==> src/rtl/hamming_dist_pipe_pkg.sv <==
// Shared definitions for the census-cost datapath: mode encodings and the
// constant ceil-log2 helper used to size adder trees and count outputs.
package hamming_dist_pipe_pkg;

   localparam logic MODE_POP = 1'b0;
   localparam logic MODE_HAM = 1'b1;

   function automatic int CLOG2(input int value);
      int r;
      r = 0;
      while ((1 << r) < value) begin
         r++;
      end
      return r;
   endfunction

endpackage

==> src/rtl/hamming_dist_pipe_pc_tree_level.sv <==
// One combinational level of the population-count adder tree. Adjacent sums
// are added pairwise into sums one bit wider. An odd trailing sum is passed
// through zero-extended.
module hamming_dist_pipe_pc_tree_level #(
   parameter int IN_W = 1,
   parameter int N_IN = 2
) (
   input  logic [N_IN*IN_W-1:0]             in_sums,
   output logic [((N_IN+1)/2)*(IN_W+1)-1:0] out_sums
);

   localparam int N_OUT = (N_IN + 1) / 2;
   localparam int OUT_W = IN_W + 1;

   for (genvar i = 0; i < N_OUT; i++) begin : g_pair
      if (2 * i + 1 < N_IN) begin : g_add
         assign out_sums[i*OUT_W +: OUT_W] = {1'b0, in_sums[2*i*IN_W +: IN_W]}
                                           + {1'b0, in_sums[(2*i+1)*IN_W +: IN_W]};
      end else begin : g_pass
         assign out_sums[i*OUT_W +: OUT_W] = {1'b0, in_sums[2*i*IN_W +: IN_W]};
      end
   end

endmodule

==> src/rtl/hamming_dist_pipe.sv <==
// Pipelined, back-pressurable popcount / census Hamming distance.
// Stage 0 registers the mode-selected vector (zero-padded to a power of two).
// The adder tree levels that follow are cut evenly by the remaining registers.
// Every stage has a valid bit. A stage advances when it is empty or when
// the stage after it advances, so bubbles collapse.
module hamming_dist_pipe
   import hamming_dist_pipe_pkg::*;
#(
   parameter int WIDTH  = 32,
   parameter int STAGES = 3,
   parameter int TAG_W  = 8
) (
   input  logic                      clk,
   input  logic                      rst,
   input  logic                      in_valid,
   output logic                      in_ready,
   input  logic                      mode,
   input  logic [WIDTH-1:0]          in_a,
   input  logic [WIDTH-1:0]          in_b,
   input  logic [TAG_W-1:0]          in_tag,
   output logic                      out_valid,
   input  logic                      out_ready,
   output logic [CLOG2(WIDTH+1)-1:0] out_count,
   output logic [TAG_W-1:0]          out_tag
);

   localparam int OUT_W     = CLOG2(WIDTH + 1);
   localparam int LEVELS    = CLOG2(WIDTH);
   localparam int PW        = 1 << LEVELS;
   localparam int PER       = (STAGES > 1) ? (LEVELS + STAGES - 2) / (STAGES - 1) : LEVELS;
   localparam int FINAL_STG = (STAGES > 1) ? (LEVELS + PER - 1) / PER : 0;

   logic [STAGES:0]   adv;
   logic [STAGES-1:0] vld;
   logic [TAG_W-1:0]  tag_q [STAGES];
   logic [PW-1:0]     v_next;
   logic [PW-1:0]     v_q;

   assign v_next = PW'((mode == MODE_POP) ? in_a : (in_a ^ in_b));

   // Advance chain from the output back to the input; an empty stage always advances
   always_comb begin
      adv = '0;
      adv[STAGES] = out_ready;
      for (int i = STAGES - 1; i >= 0; i--) begin
         adv[i] = !vld[i] || adv[i + 1];
      end
   end

   // Valid bits and tags move together; a stage loads its upstream neighbour when it advances
   always_ff @(posedge clk or negedge rst) begin
      if (!rst) begin
         vld <= '0;
         for (int i = 0; i < STAGES; i++) begin
            tag_q[i] <= '0;
         end
      end else begin
         if (adv[0]) begin
            vld[0]   <= in_valid;
            tag_q[0] <= in_tag;
         end
         for (int i = 1; i < STAGES; i++) begin
            if (adv[i]) begin
               vld[i]   <= vld[i - 1];
               tag_q[i] <= tag_q[i - 1];
            end
         end
      end
   end

   // Stage 0 holds the selected census vector; reset so a 1-stage pipe reads zero in reset
   always_ff @(posedge clk or negedge rst) begin
      if (!rst) begin
         v_q <= '0;
      end else if (adv[0]) begin
         v_q <= v_next;
      end
   end

   // Adder tree: level k carries PW>>k sums of k+1 bits, registered at each cut point
   for (genvar k = 0; k <= LEVELS; k++) begin : lvl
      localparam int LW = k + 1;
      localparam int LN = PW >> k;
      logic [LN*LW-1:0] sum_o;
      if (k == 0) begin : g_leaf
         assign sum_o = v_q;
      end else begin : g_node
         localparam bit IS_REG = (STAGES > 1) && (((k % PER) == 0) || (k == LEVELS));
         localparam int STG    = (k + PER - 1) / PER;
         logic [LN*LW-1:0] sum_c;
         hamming_dist_pipe_pc_tree_level #(
            .IN_W (k),
            .N_IN (PW >> (k - 1))
         ) u_level (
            .in_sums  (lvl[k-1].sum_o),
            .out_sums (sum_c)
         );
         if (IS_REG) begin : g_reg
            // Cut register for this level, moving with its stage's advance
            always_ff @(posedge clk or negedge rst) begin
               if (!rst) begin
                  sum_o <= '0;
               end else if (adv[STG]) begin
                  sum_o <= sum_c;
               end
            end
         end else begin : g_comb
            assign sum_o = sum_c;
         end
      end
   end

   // Stages past the one that completes the tree just carry the final sum forward
   for (genvar j = FINAL_STG; j < STAGES; j++) begin : tl
      logic [LEVELS:0] q;
      if (j == FINAL_STG) begin : g_head
         assign q = lvl[LEVELS].sum_o;
      end else begin : g_hold
         // Pass-through register for the finished count
         always_ff @(posedge clk or negedge rst) begin
            if (!rst) begin
               q <= '0;
            end else if (adv[j]) begin
               q <= tl[j-1].q;
            end
         end
      end
   end

   assign in_ready  = adv[0];
   assign out_valid = vld[STAGES-1];
   assign out_tag   = tag_q[STAGES-1];
   assign out_count = OUT_W'(tl[STAGES-1].q);

endmodule

==> config.mk <==
export PLATFORM = sky130hd
export DESIGN_NAME = hamming_dist_pipe
export DESIGN_NICKNAME = d
export VERILOG_FILES = /design/src/rtl/hamming_dist_pipe_pkg.sv /design/src/rtl/hamming_dist_pipe_pc_tree_level.sv /design/src/rtl/hamming_dist_pipe.sv
export SDC_FILE = /design/constraint.sdc
export NUM_CORES = 1
export LEC_CHECK = 0
export CAP_MARGIN = 20
export CORE_ASPECT_RATIO = 0.7
export CORE_MARGIN = 2
export CORE_UTILIZATION = 30
export DETAILED_ROUTE_END_ITERATION = 7
export PLACE_DENSITY = 0.57
export SYNTH_ARGS = -nofsm -noshare
export SYNTH_HDL_FRONTEND = slang
export SYNTH_SLANG_ARGS = --single-unit
==> constraint.sdc <==
create_clock -name clk -period 3 [get_ports clk]
set_input_delay 0.45 -clock clk [delete_from_list [all_inputs] [get_ports clk]]
set_output_delay 0.45 -clock clk [all_outputs]
set_load 0.1 [all_outputs]
======== Word level (Yosys, flattened, before mapping) ========
Cells that the tools add are included.
storage, ports and cells
  register bits ........................... 81
  output and inout bits ................... 16
cells by class
  add/sub/neg operators ................... 31
  muxes and demuxes ....................... 1
  bitwise logic cells ..................... 1
  reduce and logical (&&, ||, !) cells .... 6
operators by type and width
  cell                number
  $add A1 B1 Y2       16
  $mux W32            1
  $xor A32 B32 Y32    1
  $add A2 B2 Y3       8
  $add A3 B3 Y4       4
  $add A4 B4 Y5       2
  $add A5 B5 Y6       1
  $logic_not A1 Y1    3
  $logic_or A1 B1 Y1  3

======== Depth between registers and ports, before layout ========
Gate-level depths: netlist of run 1.
  word-level depth ........................ 4
  depth in mapped cells ................... 11

======== Hierarchy ========
From an unflattened synthesis of run 1, not the netlist that was laid out.
unflattened totals
  cells, all modules ...................... 435
  area total of the unflattened synthesis .. 4850.9 um2
by module, submodules not included
  module                                                   instances  cells each  area each (um2)  sequential area each (um2)
  hamming_dist_pipe                                        1          284         3495.9           2026.9
  hamming_dist_pipe_pc_tree_level (lvl[2].g_node.u_level)  1          46          372.9            0.0
  hamming_dist_pipe_pc_tree_level (lvl[3].g_node.u_level)  1          40          350.3            0.0
  hamming_dist_pipe_pc_tree_level (lvl[4].g_node.u_level)  1          32          272.8            0.0
  hamming_dist_pipe_pc_tree_level (lvl[1].g_node.u_level)  1          16          200.2            0.0
  hamming_dist_pipe_pc_tree_level (lvl[5].g_node.u_level)  1          17          158.9            0.0

======== Worst setup path after synthesis of run 1 ========
No wires, ideal clock.
  kind .................................... register -> register
  start ................................... register v_q[16] (netlist: lvl[0].sum_o[16])
  end ..................................... register lvl[3].sum_o[10]
  setup time .............................. 123 ps
  data arrival time ....................... 2684 ps
  required time ........................... 2877 ps
  path slack .............................. 193 ps
  stages on the path, launching flop included .. 12
  path buffers ............................ 0
  period minus slack after synthesis ...... 2807 ps
  path through ............................ dfrtp_1 fa_1 inv_1 fa_1 fa_1 inv_1 ha_1 inv_1 fa_1 xnor2_1 nor2_1 a21oi_1
between the ends
  cells in the longest elaborated chain, start to end .. 3
ends and longest elaborated chain
  what                    RTL line                               RTL
  start, declared         hamming_dist_pipe.sv:37                logic [PW-1:0] v_q;
  start signal, assigned  hamming_dist_pipe.sv:76                v_q <= v_next;
  $add A1 B1 Y2           hamming_dist_pipe_pc_tree_level.sv:18  + {1'b0, in_sums[(2*i+1)*IN_W +: IN_W]};
  $add A2 B2 Y3           hamming_dist_pipe_pc_tree_level.sv:18
  $add A3 B3 Y4           hamming_dist_pipe_pc_tree_level.sv:18
  end signal, assigned    hamming_dist_pipe.sv:104               sum_o <= sum_c;
  end, declared           hamming_dist_pipe.sv:84                logic [LN*LW-1:0] sum_o;
No other way between the ends.
A chain may end at the register's enable or synchronous reset.

======== Worst setup path in the final report of run 1 ========
  start ................................... register v_q[24] (netlist: lvl[0].sum_o[24])
  end ..................................... register lvl[3].sum_o[14]
The elaborated chain is that of the path after synthesis.

==> results.tsv, run 1 <==
metric	value	unit
overflow	0	
holdWs	0.469	ns
drt-vias-per-instance	4.20	
first_iter_violations	111	
start_util	30.7	%
grt_pass1_vias	3216	
antenna_cells	0	
ys_warn_count	0	
synth_area_leader_cell	dfrtp_1	
post-route-min-period	3.01	ns
min_to	tag_q[8]$_DFFE_PN0P_	
synth_top_cells_by_area	dfrtp_1 45%, fa_1 11%, nand2_1 7.7%	
synth_top_area_share	45.0	%
clockBufferDepth	2	
finalHoldViolCount	0	
fillers	1436	
cts_tree	done	
dieArea	16000	µm²
drive_gt1_share	14.5	%
synth_area	4510	µm²
place_congestion	0.744	
nNetsFinal	644	
worst_slack	-0.00824	ns
numCtsBuffers	9	
max_freq	332	MHz
drt_wl_total	8960	µm
grt_max_degree	82	
leakagePower	2.80	nW
wl_per_cell	12.3	µm
yosysUniqueCellTypes	25	
synth_edf_count	0	
reg2reg_depth	11	
synthCells	441	
clk_pin_slew_worst_paths	0.06	ns
syn_area_per_cell	10.2	µm²
worstMarginPinSlew	0.597	ns
pwr-share-clk	21.0	%
io_buffers	92	
seq_area	2030	µm²
rrSetupSlack	-0.008	ns
arrival	3.26	ns
post-place-ws	0.0218	ns
die_y	107	µm
cp-end-kind	register	
ys_ff_latch	81	
skew	0.00530	ns
place_hpwl	6730	µm
slew_violations	0	
min_path_cells	2	
areaGrowthSynthToFinish	30.6	%
cts_max_level	3	
violations	setup timing	
core	14700	µm²
vias	3050	
final_common_cell	nand2_1	
async_reset_ff_share	100	%
run_status	finished with violations	
io_pins	93	
cts_sinks	81	
drtAntennaViolNets	0	
final_cell_mix	93 x nand2_1, 81 x dfrtp_1, 75 x clkdlybuf4s50_1, 54 x inv_1, 24 x a21oi_1	
ir_drop	0.000449	V
p_comb_share	51.7	%
syn_nets	559	
worstReg2RegEnd	lvl[3].sum_o[14]$_DFFE_PN0P_	
power_density	949	nW/µm²
min-delay-start	tag_q[8]$_DFFE_PN0P_	
rr_startpoint	lvl[0].sum_o[24]$_DFFE_PN0P_	
grt_use_total	12.3	%
grt_antenna_before_repair	0	
min_period_over_period	100	%
num_rows	37	
seq_power_share	27.3	%
fin_util	40.1	%
finalPower	5.58	mW
clk_latency	0.33	ns
root_buffer	clkbuf_16	
hold_class	reg2reg	
rsz0062_at_grt	true	
die_w	150	µm
swShare	40.2	%
drt_pass1_iterations	4	
switching_power	2.24	mW
crit_required	3.26	ns
p_int	3.34	mW
drc	0	
relSlewSlack	60.1	%
crit_fanout	2	
crit_path_start_kind	register	
ys_seq_area_share	45.0	%
grt_pass1_wl	15400	µm
drv_cap	0	
critPathKind	reg2reg	
finalSetupViolCount	1	
multi_input_area	2080	µm²
synthFlopType	dfrtp_1	
## cells by family (layout without fill, tap and decap cells)
kind of cell | count (synthesis) | after routing | synth area share (%)
flip-flops | 81 | 81 | 45.0
adder cells (fa/ha/maj) | 41 | 41 | 15.4
AND/OR/NAND/NOR | 121 | 121 | 10.6
multiplexers | 19 | 19 | 5.42
XOR/XNOR | 38 | 38 | 7.39
AO/OA/AOI/OAI | 55 | 55 | 6.61
buffers and inverters | 86 | 176 | 9.64
## stage by stage
step	std cells	setup TNS (ns)	instance area (µm²)
after CTS	723	0	5810
after global placement	707	0	5480
after floorplan	441	0	4510
after detailed placement	707	0	5480
final	726	-0.00824	5880
after global routing	726	-0.274	5880
## registers in the layout, indices dropped and copies added, names as in the netlist
signal,count
tag_q,16
lvl.sum_o,48
vld,3
out_tag,8
out_count,6
## cells in the mapped netlist (2+ instances only)
| cell type | instances |
|---|---|
| xor2_1 | 14 |
| a22o_1 | 4 |
| nor2_1 | 22 |
| o21ai_1 | 19 |
| inv_1 | 60 |
| dfrtp_1 | 81 |
| xnor2_1 | 24 |
| a21o_1 | 2 |
| buf_2 | 8 |
| o21ai_0 | 5 |
| fa_1 | 24 |
| mux2_2 | 11 |
| ha_1 | 17 |
| buf_4 | 10 |
| buf_6 | 7 |
| or2_2 | 2 |
| a21oi_1 | 24 |
| nand2_1 | 93 |
| mux2_4 | 8 |
## routing by layer
metal	vias up	global-route usage (%)	wire [µm]
li1	1521	-	-
met3	9	3.65	428
met4	0	3.30	85
met5	-	0	0
met1	1464	16.6	4250
met2	56	19.4	4190
## final cells by class
type                            count  area share [%]
Timing Repair Buffer              100            16.8
Clock inverter                      5            1.34
Inverter                           60            3.83
Multi-Input combinational cell    274            35.3
Tap cell                          195            4.15
Sequential cell                    81            34.5
Clock buffer                       11            4.13
## worst max-delay path: stages (launching register included)
cell	delay, ns
dfrtp_1	0.40
fa_1	0.55
inv_2	0.04
fa_1	0.53
fa_1	0.43
inv_1	0.07
ha_2	0.17
inv_2	0.04
fa_2	0.35
xnor2_2	0.17
nor2_1	0.05
a21oi_1	0.14
## timing repair
item | CTS | global route
hold buffers | 0 | 1
gates resized for setup | 0 | 15
setup endpoints to repair | 0 | 5
buffers inserted | 0 | 1
endpoints found under the hold margin | 0 | 10
## worst max-delay path by stage
stage	start	end	slack, ns	depth (start not counted)
2_1_floorplan	lvl[0].sum_o[16]$_DFFE_PN0P_	lvl[3].sum_o[10]$_DFFE_PN0P_	0.19	11
3_3_place_gp	lvl[0].sum_o[8]$_DFFE_PN0P_	lvl[3].sum_o[6]$_DFFE_PN0P_	0.13	11
3_5_place_dp	lvl[0].sum_o[1]$_DFFE_PN0P_	lvl[3].sum_o[2]$_DFFE_PN0P_	0.02	11
4_1_cts	lvl[0].sum_o[0]$_DFFE_PN0P_	lvl[3].sum_o[2]$_DFFE_PN0P_	0.0003	11
5_1_grt	lvl[0].sum_o[24]$_DFFE_PN0P_	lvl[3].sum_o[14]$_DFFE_PN0P_	-0.14	11
6_report	lvl[0].sum_o[24]$_DFFE_PN0P_	lvl[3].sum_o[14]$_DFFE_PN0P_	-0.008	11
## power by group through the flow
stage | Clock, mW | Sequential [mW] | Combinational [mW]
2_1_floorplan | 0 | 1.80 | 1.89
3_3_place_gp | 0 | 1.54 | 2.74
3_5_place_dp | 0 | 1.54 | 2.84
4_1_cts | 1.21 | 1.53 | 2.86
5_1_grt | 1.26 | 1.56 | 3.31
6_report | 1.17 | 1.52 | 2.89
Power figures use the tool's default switching activity.
==> run 2: changes to the inputs <==
- SLEW_MARGIN: not set -> 10
==> run 2 against run 1 <==
  * Non-clock buffer count unchanged
  * The flow now finishes without violations
  * Sequential cell count unchanged
  * Via count up 0.23%
  * Combinational power about the same
  * Count of clock-buffer cells in the layout unchanged
  * Largest power group unchanged
  * Clock power about the same
  * Highest routed layer unchanged
  * Power about the same
==> results.tsv, run 2 (synthesis results as in run 1) <==
metric	value	unit
drt_wl_total	8920	µm
skew	0.00556	ns
nNetsFinal	644	
cts_tree	done	
finalHoldViolCount	0	
drv_cap	0	
ir_drop	0.000449	V
grt_pass1_wl	15400	µm
clockBufferDepth	2	
wl_per_cell	12.3	µm
rr_startpoint	lvl[0].sum_o[24]$_DFFE_PN0P_	
die_y	107	µm
io_buffers	92	
arrival	3.25	ns
place_congestion	0.744	
crit_path_start_kind	register	
clk_latency	0.33	ns
rsz0062_at_grt	true	
drtAntennaViolNets	0	
hold_class	reg2reg	
run_status	finished, final reports clean	
critPathKind	reg2reg	
place_hpwl	6730	µm
num_rows	37	
crit_fanout	2	
grt_pass1_vias	3216	
start_util	30.7	%
min-delay-start	tag_q[8]$_DFFE_PN0P_	
antenna_cells	0	
largest_reg_flops	48	
grt_use_total	12.3	%
leakagePower	2.80	nW
power_density	948	nW/µm²
root_buffer	clkbuf_16	
dieArea	16000	µm²
io_pins	93	
first_iter_violations	93	
cts_sinks	81	
clk_pin_slew_worst_paths	0.06	ns
crit_required	3.26	ns
numCtsBuffers	9	
vias	3057	
final_cell_mix	93 x nand2_1, 81 x dfrtp_1, 75 x clkdlybuf4s50_1, 54 x inv_1, 24 x a21oi_1	
slew_violations	0	
die_w	150	µm
grt_max_degree	82	
worstMarginPinSlew	0.600	ns
core	14700	µm²
min_period_over_period	99.8	%
top_register	lvl.sum_o	
reg2reg_depth	11	
min_path_cells	2	
drt-vias-per-instance	4.21	
overflow	0	
drc	0	
cts_max_level	3	
post-route-min-period	2.99	ns
fin_util	40.1	%
grt_antenna_before_repair	0	
finalSetupViolCount	0	
areaGrowthSynthToFinish	30.6	%
holdWs	0.469	ns
drive_gt1_share	14.5	%
drt_pass1_iterations	4	
setup_tns	0	ns
min_to	tag_q[8]$_DFFE_PN0P_	
worstReg2RegEnd	lvl[3].sum_o[14]$_DFFE_PN0P_	
max_freq	334	MHz
rrSetupSlack	0.007	ns
final_common_cell	nand2_1	
cp-end-kind	register	
relSlewSlack	59.9	%
[run 2: cell counts in the layout (fill, tap and decap cells not counted)]
No cell type changed its count.
[run 2: area by class of cell]
class / instances / area [µm²]
Sequential cell: 81 / 2030
Multi-Input combinational cell: 274 / 2080
Clock buffer: 11 / 243
Tap cell: 195 / 244
Timing Repair Buffer: 100 / 986
Fill cell: 1435 / 8790
Inverter: 60 / 225
Clock inverter: 5 / 78.8
[run 2: worst max-delay path: stages (launching register included)]
cell and delay (ns):
dfrtp_1 0.40, fa_1 0.55, inv_2 0.04, fa_1 0.52, fa_1 0.42, inv_1 0.07
ha_2 0.17, inv_2 0.04, fa_2 0.35, xnor2_2 0.17, nor2_1 0.05, a21oi_1 0.13
[run 2: routing by layer]
layer,GRT usage (%),wire length [µm],up-vias
met5,0,0,-
met4,3.30,66,0
met3,3.65,429,6
met2,19.4,4190,57
met1,16.6,4240,1476
li1,-,-,1518
[run 2: repair_timing]
action                                  in CTS  in global routing
setup buffers                                0                  1
hold buffers                                 0                  1
endpoints found under the hold margin        0                 16
endpoints found under the setup margin       0                  5
resized for setup                            0                 15
[run 2: report_power, final]
part | leakage, nW | switching, mW | total (mW) | internal (mW)
clock | 0.159 | 0.417 | 1.17 | 0.750
sequential | 0.958 | 0.144 | 1.52 | 1.38
combinational | 1.68 | 1.68 | 2.89 | 1.21
total | 2.80 | 2.24 | 5.58 | 3.34
[run 2: per-stage QoR]
stage / std cells / worst slack, ns / power, mW / instance area [µm²]
2_1_floorplan: 441 / 0.193 / 3.69 / 4510
3_3_place_gp: 707 / 0.131 / 4.27 / 5480
3_5_place_dp: 707 / 0.0218 / 4.39 / 5480
4_1_cts: 723 / 0.000300 / 5.60 / 5810
5_1_grt: 726 / -0.139 / 6.12 / 5880
6_report: 726 / 0.00749 / 5.58 / 5880
[run 2: how the worst max path moves through the flow]
stage,startpoint,endpoint
floorplan,lvl[0].sum_o[16]$_DFFE_PN0P_,lvl[3].sum_o[10]$_DFFE_PN0P_
CTS,lvl[0].sum_o[0]$_DFFE_PN0P_,lvl[3].sum_o[2]$_DFFE_PN0P_
finish,lvl[0].sum_o[24]$_DFFE_PN0P_,lvl[3].sum_o[14]$_DFFE_PN0P_
detailed placement,lvl[0].sum_o[1]$_DFFE_PN0P_,lvl[3].sum_o[2]$_DFFE_PN0P_
global route,lvl[0].sum_o[24]$_DFFE_PN0P_,lvl[3].sum_o[14]$_DFFE_PN0P_
global placement,lvl[0].sum_o[8]$_DFFE_PN0P_,lvl[3].sum_o[6]$_DFFE_PN0P_
